$ cat src/rtl/shift_pkg.sv
// Shared definitions for the serial shift receiver.
//   state_t   : receiver FSM state encoding (IDLE=0, RECV=1)
//   DIR_LEFT  : direction constant, first received bit lands in the MSB
//   DIR_RIGHT : direction constant, first received bit lands in the LSB
package shift_pkg;

  typedef enum logic {
    IDLE = 1'b0,
    RECV = 1'b1
  } state_t;

  // Direction constants are 40 bits wide, which is wide enough to hold "RIGHT".
  // This width lets the two strings be compared directly.
  localparam logic [39:0] DIR_LEFT  = "LEFT";
  localparam logic [39:0] DIR_RIGHT = "RIGHT";

endpackage

$ cat src/rtl/serial_shift_receiver.sv
// Serial-to-parallel word receiver with a frame marker.
//   clock     : rising-edge clock
//   Sclr      : synchronous active-high clear; has priority over everything
//   enable    : bit strobe; shift_in/frame are only looked at when high
//   shift_in  : serial data bit
//   frame     : strobed bit is the first bit of a word
//   q         : last completed word (held between valid pulses)
//   valid     : one-cycle pulse when q loads
//   busy      : a word is partially received
//   frame_err : one-cycle pulse when frame arrives mid-word (word restarts)
//   bit_count : bits received so far in the current word
module serial_shift_receiver
  import shift_pkg::*;
#(
  parameter int          SHIFT_WIDTH     = 8,
  parameter logic [39:0] SHIFT_DIRECTION = DIR_LEFT
) (
  input  logic                               clock,
  input  logic                               Sclr,
  input  logic                               enable,
  input  logic                               shift_in,
  input  logic                               frame,
  output logic [SHIFT_WIDTH-1:0]             q,
  output logic                               valid,
  output logic                               busy,
  output logic                               frame_err,
  output logic [$clog2(SHIFT_WIDTH+1)-1:0]   bit_count
);

  localparam int          CW      = $clog2(SHIFT_WIDTH+1);
  localparam bit          IS_LEFT = (SHIFT_DIRECTION == DIR_LEFT);
  localparam logic [CW-1:0] W_LAST = CW'(SHIFT_WIDTH - 1);

  state_t                 state, state_d;
  logic [SHIFT_WIDTH-1:0] asm_q, asm_d, q_d;
  logic [SHIFT_WIDTH-1:0] asm_shift, asm_first;
  logic [CW-1:0]          cnt_d;
  logic                   valid_d, ferr_d;

  // Restarting a word clears the stale partial bits. They would be shifted
  // out anyway, but clearing them keeps the register contents predictable.
  assign asm_shift = IS_LEFT ? {asm_q[SHIFT_WIDTH-2:0], shift_in}
                             : {shift_in, asm_q[SHIFT_WIDTH-1:1]};
  assign asm_first = IS_LEFT ? {{(SHIFT_WIDTH-1){1'b0}}, shift_in}
                             : {shift_in, {(SHIFT_WIDTH-1){1'b0}}};

  always_ff @(posedge clock) begin
    if (Sclr) state <= IDLE;
    else      state <= state_d;
  end

  always_comb begin
    state_d = state;
    asm_d   = asm_q;
    cnt_d   = bit_count;
    q_d     = q;
    valid_d = 1'b0;
    ferr_d  = 1'b0;
    if (enable) begin
      unique case (state)
        IDLE: begin
          if (frame) begin
            asm_d   = asm_first;
            cnt_d   = CW'(1);
            state_d = RECV;
          end
        end
        RECV: begin
          if (frame) begin
            ferr_d = 1'b1;
            asm_d  = asm_first;
            cnt_d  = CW'(1);
          end else if (bit_count == W_LAST) begin
            // Last bit: q loads in the same edge, so valid appears one clock
            // after the final strobe and a frame strobe in that cycle is
            // accepted from IDLE without losing a bit.
            asm_d   = asm_shift;
            q_d     = asm_shift;
            valid_d = 1'b1;
            cnt_d   = '0;
            state_d = IDLE;
          end else begin
            asm_d = asm_shift;
            cnt_d = bit_count + CW'(1);
          end
        end
        default: state_d = IDLE;
      endcase
    end
  end

  always_ff @(posedge clock) begin
    if (Sclr) begin
      asm_q     <= '0;
      q         <= '0;
      bit_count <= '0;
      valid     <= 1'b0;
      frame_err <= 1'b0;
    end else begin
      asm_q     <= asm_d;
      q         <= q_d;
      bit_count <= cnt_d;
      valid     <= valid_d;
      frame_err <= ferr_d;
    end
  end

  assign busy = (state == RECV);

endmodule

$ cat config.mk
export PLATFORM = sky130hd
export DESIGN_NAME = serial_shift_receiver
export DESIGN_NICKNAME = d
export VERILOG_FILES = /design/src/rtl/shift_pkg.sv /design/src/rtl/serial_shift_receiver.sv
export SDC_FILE = /design/constraint.sdc
export NUM_CORES = 1
export LEC_CHECK = 0
export BUFFER_PORTS_ARGS = -buffer_cell sky130_fd_sc_hd__buf_4
export CORE_UTILIZATION = 49
export CTS_BUF_LIST = sky130_fd_sc_hd__clkbuf_8
export DETAILED_ROUTE_END_ITERATION = 10
export GPL_ROUTABILITY_DRIVEN = 0
export GPL_TIMING_DRIVEN = 0
export PLACE_DENSITY = 0.76
export SYNTH_ARGS = -nofsm -noshare
export SYNTH_HDL_FRONTEND = slang
export SYNTH_SLANG_ARGS = --single-unit
$ cat constraint.sdc
create_clock -name clock -period 1.1 [get_ports clock]
set_input_delay 0.165 -clock clock [delete_from_list [all_inputs] [get_ports clock]]
set_output_delay 0.165 -clock clock [all_outputs]
set_load 0.05 [all_outputs]
# == Word-level counts from Yosys, hierarchy flattened ==
# Index checks and enable logic that the tools add are counted.
# totals
register_bits,22
in_bits,5
out_inout_bits,15
wordCells,28
# classes
add_sub_neg,1
n_eq_ne,2
mux,12
bitwise_logic,3
n_reduce_logical,4
# ops
op,count
two-way mux 7 bit,2
one-hot mux 7 bit (2 select lines),1
two-way mux 4 bit,3
one-hot mux 4 bit (2 select lines),1
adder 4 x 1 -> 4 bit (second input constant),1
== test 4 x 3 -> 1 bit (second input constant),1
two-way mux 1 bit,4
AND reduction 4 bit,1
OR reduction 4 bit,1
NOT 1 bit,3
OR reduction 3 bit,1
inequality test 2 bit (second input constant),1
one-hot mux 1 bit (2 select lines),1
AND reduction 2 bit,1

# == Logic depth before layout (Yosys ltp) ==
# Gate-level depths: netlist of run 1.
# logic_depth
ltp_word,4
mapped_depth,6
ltp_nobuf,4

# == Least setup slack after synthesis of run 1 ==
# OpenSTA, ideal clock, no wires.
# synth_timing
path_kind,register to register
startpoint,reg bit_count[0]
endpoint,reg q[0]
setup_ns,0.072
t_arrival_ns,1.573
t_required_ns,1.028
path_slack_ns,-0.545
path_stages_with_launch,6
n_path_buf,1
synth_period_minus_slack_ns,1.645
path_cell_list,dfxtp_1 -> ha_1 -> and3b_1 -> and2_4 -> buf_6 -> mux2i_1
# synth_between
elab_chain_len,2
# synth_rtl
item,line,text
from (decl),serial_shift_receiver.sv:27,output logic [$clog2(SHIFT_WIDTH+1)-1:0] bit_count
from (signal assigned),serial_shift_receiver.sv:102,bit_count <= cnt_d;
== test 4 x 3 -> 1 bit,serial_shift_receiver.sv:73,end else if (bit_count == W_LAST) begin
AND reduction 4 bit (no line),-,
to (signal assigned),serial_shift_receiver.sv:101,q <= q_d;
to (decl),serial_shift_receiver.sv:23,"output logic [SHIFT_WIDTH-1:0] q,"
# No other way between the ends.
# A chain may end at the register's enable or synchronous reset.

# == Worst setup path after layout of run 1 ==
# layout_timing
startpoint,reg bit_count[0]
endpoint,reg bit_count[3]
# layout_between
elab_chain_len,4
word_cells_on_any_way,5
cone_classes,add/sub: 1; eq/ne: 1; mux: 3
# layout_rtl
item,line,text
adder 4 x 1 -> 4 bit or == test 4 x 3 -> 1 bit (tied branches),"serial_shift_receiver.sv:84, serial_shift_receiver.sv:73",
two-way mux 4 bit (*),serial_shift_receiver.sv:73,
two-way mux 4 bit (*),serial_shift_receiver.sv:69,if (frame) begin
one-hot mux 4 bit (2 select lines) (*),serial_shift_receiver.sv:60,unique case (state)
# Mark *: on every way between the ends. The rest lies on a longest branch, timed or not.

==> flow_summary.toml, run 1 <==
[run_status]
run_status = "finished with violations"
failing_checks = "setup timing"

[pwr]
ir_worst_vdd_mv = 1.14
power.total_mw = 1.76
power_leakage_nw = 0.530
power_density_mw_per_mm2 = 1280

[setup_path]
crit_path_max_incr_delay_ns = 0.51
end_kind = "register"
crit_type = "register to register"
crit_arrival_ns = 1.45
critical_path_startpoint_category = "register"
critPathMaxFanout = 4
cp_cell_sequence = "ha_4 -> or4_4 -> a21oi_2"
timing.critical_path.required_ns = 1.29
worst-path-buf-inv = 0
crit_slowest_cell = "sky130_fd_sc_hd__or4_4"
critical_path_s_top_delay_family = "simple AND/OR/NAND/NOR gates"

[hold_path]
min-delay-path-class = "input port to register"

[synthesis]
synth_adder_area_share_pct = 1.34
synthesis.instances = 96
yosysWarningCount = 0
synthDistinctLibCells = 25
synth_top_family_by_area = "simple AND/OR/NAND/NOR gates"
share_of_synthesized_area_spent_on_multiplexers_pct = 9.61
synth_edf_count = 0
synthXorXnorAreaFrac_pct = 0
syn_area_per_cell_um2 = 9.76
synth_compound_gate_area_share_pct = 12.3
post_synth_instance_area_um2 = 937
ys_seq_area_share_pct = 47.0
synth_simple_gate_area_share_pct = 23.2
synthArstFlopShare_pct = 0
post_synthesis_register_bit_count = 22
mappedNetlistNets = 102
synth_ff_type = "sky130_fd_sc_hd__dfxtp_1"

[route]
drt_pass1_iterations = 4
detail_route.vias_per_cell = 5.29
detail_route.wl_per_cell_um = 14.3
antenna_left = 0
post-route-drc-count = 0
drt-total-wl_um = 2210
drt_first_iter_violations = 19
route.vias.total = 815

[timing]
setup_slack_of_the_critical_path_after_layout_ns = -0.157
final.setup_skew_ns = 0.00466
hold_viol_final = 0
setup_viol = 20
finalMaxSlewViolations = 0
finalCriticalPeriod_ns = 1.26
max_freq_ghz = 0.796
final_cycle_utilization_of_the_critical_path_pct = 114
tightest_slew_ns = 0.459
relSlewSlack_pct = 69.4
grt_setup_unrepaired = "true"

[cells_and_area]
antenna_cells = 0
n_fill_cell = 126
ff_latch_area_um2 = 454
multiInputGateArea_um2 = 512
fin_cells = 154
synthToLayoutAreaGrowth_pct = 46.3
number_of_nets_at_the_end_of_the_flow = 136
layout-drive-gt1-share_pct = 44.2

[flow_run]
max_cap_violations = 0

[floorplanning]
io-pin-count = 20
floorplan.rows = 15
floorplan.die.height_um = 45.7
floorplan.initialDensity_pct = 53.1
core_area_mm2 = 0.00176
die_x_um = 45.7
total_die_area_mm2 = 0.00209

[placement]
post-place-cells = 138
portbufs = 17
hpwl_um = 1200

[grt]
grt-ovfl-total = 0
first_global_vias = 787
grt.total_usage_pct = 22.9
grt_start_max_net_pins = 14
antenna_found_initial = 0
first_pass_grt_wire_length_um = 3460

[clock_network]
cts_sinks = 22
cts_root_buf = "sky130_fd_sc_hd__clkbuf_8"
cts_hold_repair.buffers = 0
worst_skew_pair.late_latency_ns = 0.26
clk_pin_slew_worst_setup_hold_paths_ns = 0.08
cts_inserted_buffers = 3
clockBufferDepth = 2
clock_tree.htree_level_count = 1
cts_tree = "done"
worst paths after layout:
| kind | slack, ns | end | startpoint | cells after the start |
|---|---|---|---|---|
| worst min register to register | 0.48 | q[5] | q[5] | 2 |
| worst min-delay path | 0.17 | asm_q[0] | shift_in | 3 |
| worst max-delay path | -0.16 | bit_count[3] | bit_count[0] | 3 |
| worst max register to register | -0.16 | bit_count[3] | bit_count[0] | 3 |
area by class of cell:
class	count	area share [%]
Buffer	5	1.73
Clock buffer	3	3.01
Clock inverter	1	2.19
Inverter	1	0.274
Multi-Input combinational cell	66	37.3
Sequential cell	22	33.1
Tap cell	25	2.28
Timing Repair Buffer	31	20.1
routing by layer:
layer,GRT usage (%),vias up,wire length [um],part of all wire [%]
met5,0,-,0,0
met1,31.7,393,989,45
met3,3.57,4,89,4.0
met2,35.4,19,1100,50
li1,-,399,-,-
met4,8.82,0,29,1.3
placed cells by master (no fill, tap or decap), drive strengths merged, types with 2 or more instances in the layout:
master,netlist,layout
mux2i,9,9
and3b,2,2
or3,2,2
nor2,8,8
and2,1,2
a22oi,7,7
o21ai,3,3
nand2,4,4
nand2b,17,17
dfxtp,22,22
buf,5,33
a21oi,4,4
clkbuf,3,6
state kept, by name, indices dropped and copies added (netlist names):
name / cells
valid: 1
bit_count: 4
frame_err: 1
asm_q: 7
q: 8
busy: 1
where the power goes:
part	internal, mW	total (mW)	leakage, nW	switching, mW
Sequential	0.802	0.815	0.181	0.0137
Combinational	0.0864	0.183	0.313	0.0969
Clock	0.486	0.758	0.0357	0.272
Total	1.37	1.76	0.530	0.382
logic make-up after synthesis:
| kind of cell | after synthesis |
|---|---|
| AO/OA/AOI/OAI | 17 |
| multiplexers | 9 |
| buffers and inverters | 9 |
| flip-flops | 22 |
| AND/OR/NAND/NOR | 38 |
| adder cells (fa/ha/maj) | 1 |
metrics by stage:
step | util [%] | instance area (um^2) | setup slack (ns) | hold WS [ns] | TNS (ns)
final | 77.7 | 1370 | -0.157 | 0.166 | -1.64
after global routing | 77.7 | 1370 | -0.208 | 0.178 | -2.59
after CTS | 75.0 | 1320 | -0.138 | 0.168 | -1.36
after detailed placement | 63.6 | 1120 | -0.200 | 0.425 | -2.97
after global placement | 63.6 | 1120 | -0.172 | 0.407 | -2.30
after floorplan | - | 963 | -0.231 | 0.309 | -2.51
cells in the mapped netlist, types with 2 or more instances:
master	instances	area share, %
sky130_fd_sc_hd__o21ai_0	2	1.1
sky130_fd_sc_hd__nand2b_1	17	11
sky130_fd_sc_hd__mux2i_1	9	9.6
sky130_fd_sc_hd__clkbuf_1	3	1.2
sky130_fd_sc_hd__nand2_1	4	1.6
sky130_fd_sc_hd__or3_1	2	1.3
sky130_fd_sc_hd__and3b_1	2	1.9
sky130_fd_sc_hd__a21oi_1	4	2.1
sky130_fd_sc_hd__dfxtp_1	22	47
sky130_fd_sc_hd__a22oi_1	7	5.6
sky130_fd_sc_hd__nor2_1	8	3.2
sky130_fd_sc_hd__buf_6	3	3.6
tightest hold or removal path, delay by kind of cell:
kind / cells / cell delay (ns)
buffers and inverters: 1 / 0.08
muxes: 1 / 0.06
and+or+nand+nor: 1 / 0.09
what timing repair did:
action	in CTS	in global routing
pin swaps	2	8
gates cloned	1	0
gates resized for setup	9	13
buffers inserted	12	2
setup endpoints to repair	20	23
(Power assumes the default switching activity.)
==> run 2: changes to the inputs <==
Settings changed: REMOVE_ABC_BUFFERS from default to 1.
==> flow_summary.toml, run 2 (synthesis gave the netlist of run 1 again) <==
[clock_network]
cts_inserted_buffers = 3
cts_root_buf = "sky130_fd_sc_hd__clkbuf_8"
clockBufferDepth = 2
worst_skew_pair.late_latency_ns = 0.26
cts_sinks = 22
clk_pin_slew_worst_setup_hold_paths_ns = 0.08
cts_tree = "done"
clock_tree.htree_level_count = 1

[floorplanning]
floorplan.die.height_um = 45.7
io-pin-count = 20
core_area_mm2 = 0.00176
die_x_um = 45.7
total_die_area_mm2 = 0.00209
floorplan.rows = 15
floorplan.initialDensity_pct = 53.1

[setup_path]
regToRegStartpoint = "bit_count[0]"
crit_arrival_ns = 1.48
critPathMaxFanout = 5
timing.rr.end = "bit_count[3]"
end_kind = "register"
critical_path.startpoint = "bit_count[0]"
crit_type = "register to register"
reg2reg_slack_ns = -0.17
timing.critical_path.required_ns = 1.30
critical_path_startpoint_category = "register"
depth_of_the_worst_register_to_register_path = 4

[hold_path]
min-delay-path-class = "input port to register"
hold_depth = 3
hold_path.startpoint = "shift_in"
hold-path-endpoint = "asm_q[0]"

[grt]
first_global_vias = 653
antenna_found_initial = 0
grt_start_max_net_pins = 31
first_pass_grt_wire_length_um = 2870
grt.total_usage_pct = 20.2
grt-ovfl-total = 0

[timing]
relSlewSlack_pct = 76.5
final.hold.worst_slack_ns = 0.160
finalCriticalPeriod_ns = 1.27
hold_viol_final = 0
setup_viol = 14
final_cycle_utilization_of_the_critical_path_pct = 116
final.setup_skew_ns = 0.00433
setup_slack_of_the_critical_path_after_layout_ns = -0.174
tightest_slew_ns = 0.351
max_freq_ghz = 0.785
grt_setup_unrepaired = "true"
finalMaxSlewViolations = 0

[pwr]
power_density_mw_per_mm2 = 1220
power_leakage_nw = 0.473
ir_worst_vdd_mv = 0.687

[route]
antenna_left = 0
post-route-drc-count = 0
drt-total-wl_um = 1950
detail_route.wl_per_cell_um = 13.6
drt_first_iter_violations = 16
drt_pass1_iterations = 4
route.vias.total = 753
detail_route.vias_per_cell = 5.27

[cells_and_area]
number_of_nets_at_the_end_of_the_flow = 125
final_cell_area_mm2 = 0.00126
synthToLayoutAreaGrowth_pct = 34.6
reg_top3 = "q x8, asm_q x7, bit_count x4"
antenna_cells = 0
largest-register = "q"
layout-drive-gt1-share_pct = 40.7
layout_common_cells = "sky130_fd_sc_hd__buf_4, sky130_fd_sc_hd__dfxtp_1, sky130_fd_sc_hd__nand2b_1"
finish.utilization_pct = 71.5
final_common_cell = "sky130_fd_sc_hd__buf_4"
ff_latch_area_um2 = 452
n_fill_cell = 139
flip_flop_count_of_the_largest_register_all_copies_and_words_added = 8
multiInputGateArea_um2 = 513

[flow_run]
max_cap_violations = 0

[placement]
placed_cell_area_mm2 = 0.00105
hpwl_um = 1050
portbufs = 19

[run_status]
failing_checks = "setup timing"
run_status = "finished with violations"
==> run 2: critical path, cell delays in order, from the launching register on <==
cell                      delay, ns
sky130_fd_sc_hd__dfxtp_4       0.37
sky130_fd_sc_hd__buf_6         0.11
sky130_fd_sc_hd__nand4_1       0.10
sky130_fd_sc_hd__or4_4         0.50
sky130_fd_sc_hd__a21oi_2       0.13
==> run 2: what timing repair did <==
item / 4_1_cts / 5_1_grt
hold buffers: 0 / 0
setup endpoints to repair: 22 / 25
buffers inserted: 4 / 2
pin swaps: 6 / 4
gates cloned: 1 / 0
resized for setup: 12 / 15
==> run 2: routing by layer <==
| metal | vias up | track usage, % | share of wire [%] |
|---|---|---|---|
| li1 | 373 | - | - |
| met4 | 0 | 16.5 | 3.2 |
| met2 | 15 | 31.7 | 49 |
| met3 | 7 | 4.37 | 2.6 |
| met1 | 358 | 23.5 | 45 |
| met5 | - | 0 | 0 |
==> run 2: power breakdown <==
part	internal, mW	leakage, nW	switching (mW)
clock	0.319	0.0288	0.261
sequential	0.802	0.180	0.0128
combinational	0.0586	0.264	0.0839
total	1.18	0.473	0.358
==> run 2: worst max path at each step <==
stage,endpoint,slack [ns],cells after the start
6_report,bit_count[3],-0.17,4
5_1_grt,bit_count[3],-0.20,4
4_1_cts,bit_count[3],-0.15,4
3_5_place_dp,q[2],-0.34,3
3_3_place_gp,q[0],-0.31,3
2_1_floorplan,q[0],-0.50,4
==> run 2: area by class of cell <==
type                       count  share of cell area (%)
tap                           25                    2.48
clock buffer                   4                    4.37
timing repair buffer          25                    16.4
inverter                       1                   0.298
multi-input combinational     66                    40.7
sequential                    22                    35.8
==> run 2: stage by stage <==
stage,setup TNS (ns),power (mW),cells,worst slack (ns)
final,-1.23,1.54,143,-0.174
after detailed placement,-3.61,0.943,132,-0.343
after CTS,-0.927,1.51,141,-0.151
after global placement,-3.21,0.942,132,-0.308
after global routing,-1.98,1.61,143,-0.205
after floorplan,-7.72,0.895,88,-0.502
==> run 3: changes to the inputs <==
Settings changed: TNS_END_PERCENT from default to 1.
==> flow_summary.toml, run 3 (synthesis gave the netlist of run 1 again) <==
[clock_network]
cts_root_buf = "sky130_fd_sc_hd__clkbuf_8"
clock_tree.htree_level_count = 1
clk_pin_slew_worst_setup_hold_paths_ns = 0.08
cts_sinks = 22
cts_inserted_buffers = 3
cts_tree = "done"
cts_hold_repair.buffers = 0
clockBufferDepth = 2
worst_skew_pair.late_latency_ns = 0.26

[pwr]
power.net_switching_uw = 335
comb_power_share_pct = 8.7
power_leakage_nw = 0.457
power.switching_fraction_pct = 22.2
power_density_mw_per_mm2 = 1240
seq_power_share_pct = 54.1
pwr-share-clk_pct = 37.2
power.total_mw = 1.51
power_report.internal_total_mw = 1.17
ir_worst_vdd_mv = 0.856

[setup_path]
cp_cell_sequence = "buf_6 -> nand4_1 -> or4_4 -> a21oi_2"
crit_slowest_cell = "sky130_fd_sc_hd__or4_4"
worst-path-buf-inv = 1
timing.critical_path.required_ns = 1.29
regToRegStartpoint = "bit_count[0]"
critPathMaxFanout = 5
crit_type = "register to register"
end_kind = "register"
crit_arrival_ns = 1.48
critical_path_s_top_delay_family = "simple AND/OR/NAND/NOR gates"
critical_path_startpoint_category = "register"
critical_path.startpoint = "bit_count[0]"
crit_path_max_incr_delay_ns = 0.50

[floorplanning]
floorplan.rows = 15
floorplan.initialDensity_pct = 53.1
die_x_um = 45.7
io-pin-count = 20
floorplan.die.height_um = 45.7
total_die_area_mm2 = 0.00209
core_area_mm2 = 0.00176

[cells_and_area]
n_fill_cell = 149
reg_top3 = "q x8, asm_q x7, bit_count x4"
fin_cells = 141
largest-register = "q"
number_of_nets_at_the_end_of_the_flow = 123
antenna_cells = 0
synthToLayoutAreaGrowth_pct = 29.8
flip_flop_count_of_the_largest_register_all_copies_and_words_added = 8
layout_common_cells = "sky130_fd_sc_hd__buf_4, sky130_fd_sc_hd__dfxtp_1, sky130_fd_sc_hd__nand2b_1"
layout-drive-gt1-share_pct = 36.2
final_common_cell = "sky130_fd_sc_hd__buf_4"

[placement]
portbufs = 19
place_ws_ns = -0.343
hpwl_um = 1050
post-place-cells = 132

[route]
detail_route.vias_per_cell = 5.16
drt_first_iter_violations = 13
drt-total-wl_um = 1800
antenna_left = 0
detail_route.wl_per_cell_um = 12.8
post-route-drc-count = 0
route.vias.total = 727
drt_pass1_iterations = 4

[timing]
finalMaxSlewViolations = 0
relSlewSlack_pct = 78.3
hold_viol_final = 0
finalCriticalPeriod_ns = 1.29
setup_slack_of_the_critical_path_after_layout_ns = -0.188
fin_setup_tns_ns = -1.19
setup_viol = 11
grt_setup_unrepaired = "true"
final_cycle_utilization_of_the_critical_path_pct = 117
final.setup_skew_ns = 0.00426
max_freq_ghz = 0.776
tightest_slew_ns = 0.325

[grt]
grt.total_usage_pct = 18.5
first_global_vias = 609
grt-ovfl-total = 0
grt_start_max_net_pins = 31
first_pass_grt_wire_length_um = 2660
antenna_found_initial = 0

[hold_path]
hold_path.startpoint = "shift_in"
min-delay-path-class = "input port to register"

[flow_run]
max_cap_violations = 0

[run_status]
run_status = "finished with violations"
failing_checks = "setup timing"
-- run 3: cell types whose count changed in the layout (fill, tap and decap cells not counted) --
cell / change
sky130_fd_sc_hd__or3_1: +1
sky130_fd_sc_hd__buf_6: -1
sky130_fd_sc_hd__a22oi_2: -2
sky130_fd_sc_hd__a21oi_1: +1
sky130_fd_sc_hd__or3_4: -1
sky130_fd_sc_hd__a22oi_1: +2
sky130_fd_sc_hd__a21oi_2: -1
sky130_fd_sc_hd__buf_8: -1
-- run 3: area by class of cell --
type                    instances  area [um^2]  area share (%)
multi-input cells              66          494            40.6
flip-flops and latches         22          452            37.1
repair buffers                 23          180            14.8
clock buffers                   4         55.1            4.53
well taps                      25         31.3            2.57
inverters                       1         3.75           0.309
-- run 3: worst min-delay path: stages --
cell,delay (ns)
sky130_fd_sc_hd__buf_4,0.08
sky130_fd_sc_hd__mux2i_1,0.05
sky130_fd_sc_hd__nor2_1,0.08
-- run 3: final timing paths --
| check | endpoint | cells past startpoint | slack, ns |
|---|---|---|---|
| setup / recovery | bit_count[3] | 4 | -0.19 |
| hold / removal | asm_q[0] | 3 | 0.16 |
| setup reg to reg | bit_count[3] | 4 | -0.19 |
| hold reg to reg | q[7] | 2 | 0.47 |
-- run 3: power groups by stage --
stage               clock network (mW)  registers, mW  logic, mW
floorplan                            0          0.857     0.0382
finish                           0.562          0.817      0.131
global route                     0.617          0.818      0.143
CTS                              0.576          0.816      0.121
detailed placement                   0          0.836      0.107
global placement                     0          0.836      0.106
-- run 3: stage by stage --
step	hold WS, ns	area (um^2)	util [%]
final	0.160	1220	68.9
after CTS	0.165	1160	65.9
after detailed placement	0.437	1050	59.7
after global routing	0.175	1220	68.9
after floorplan	0.234	880	-
after global placement	0.411	1050	59.7
-- run 3: repair_timing --
action,CTS,global route
setup buffers,1,3
gates cloned,1,0
gates resized for setup,13,7
pin swaps,3,4
setup endpoints to repair,22,16
-- run 3: layer usage --
| layer | global-route usage [%] | routed length [um] | vias up |
|---|---|---|---|
| met2 | 28.6 | 867 | 12 |
| met5 | 0 | 0 | - |
| met4 | 14.1 | 49 | 0 |
| met1 | 22.5 | 841 | 343 |
| met3 | 3.57 | 40 | 4 |
| li1 | - | - | 368 |
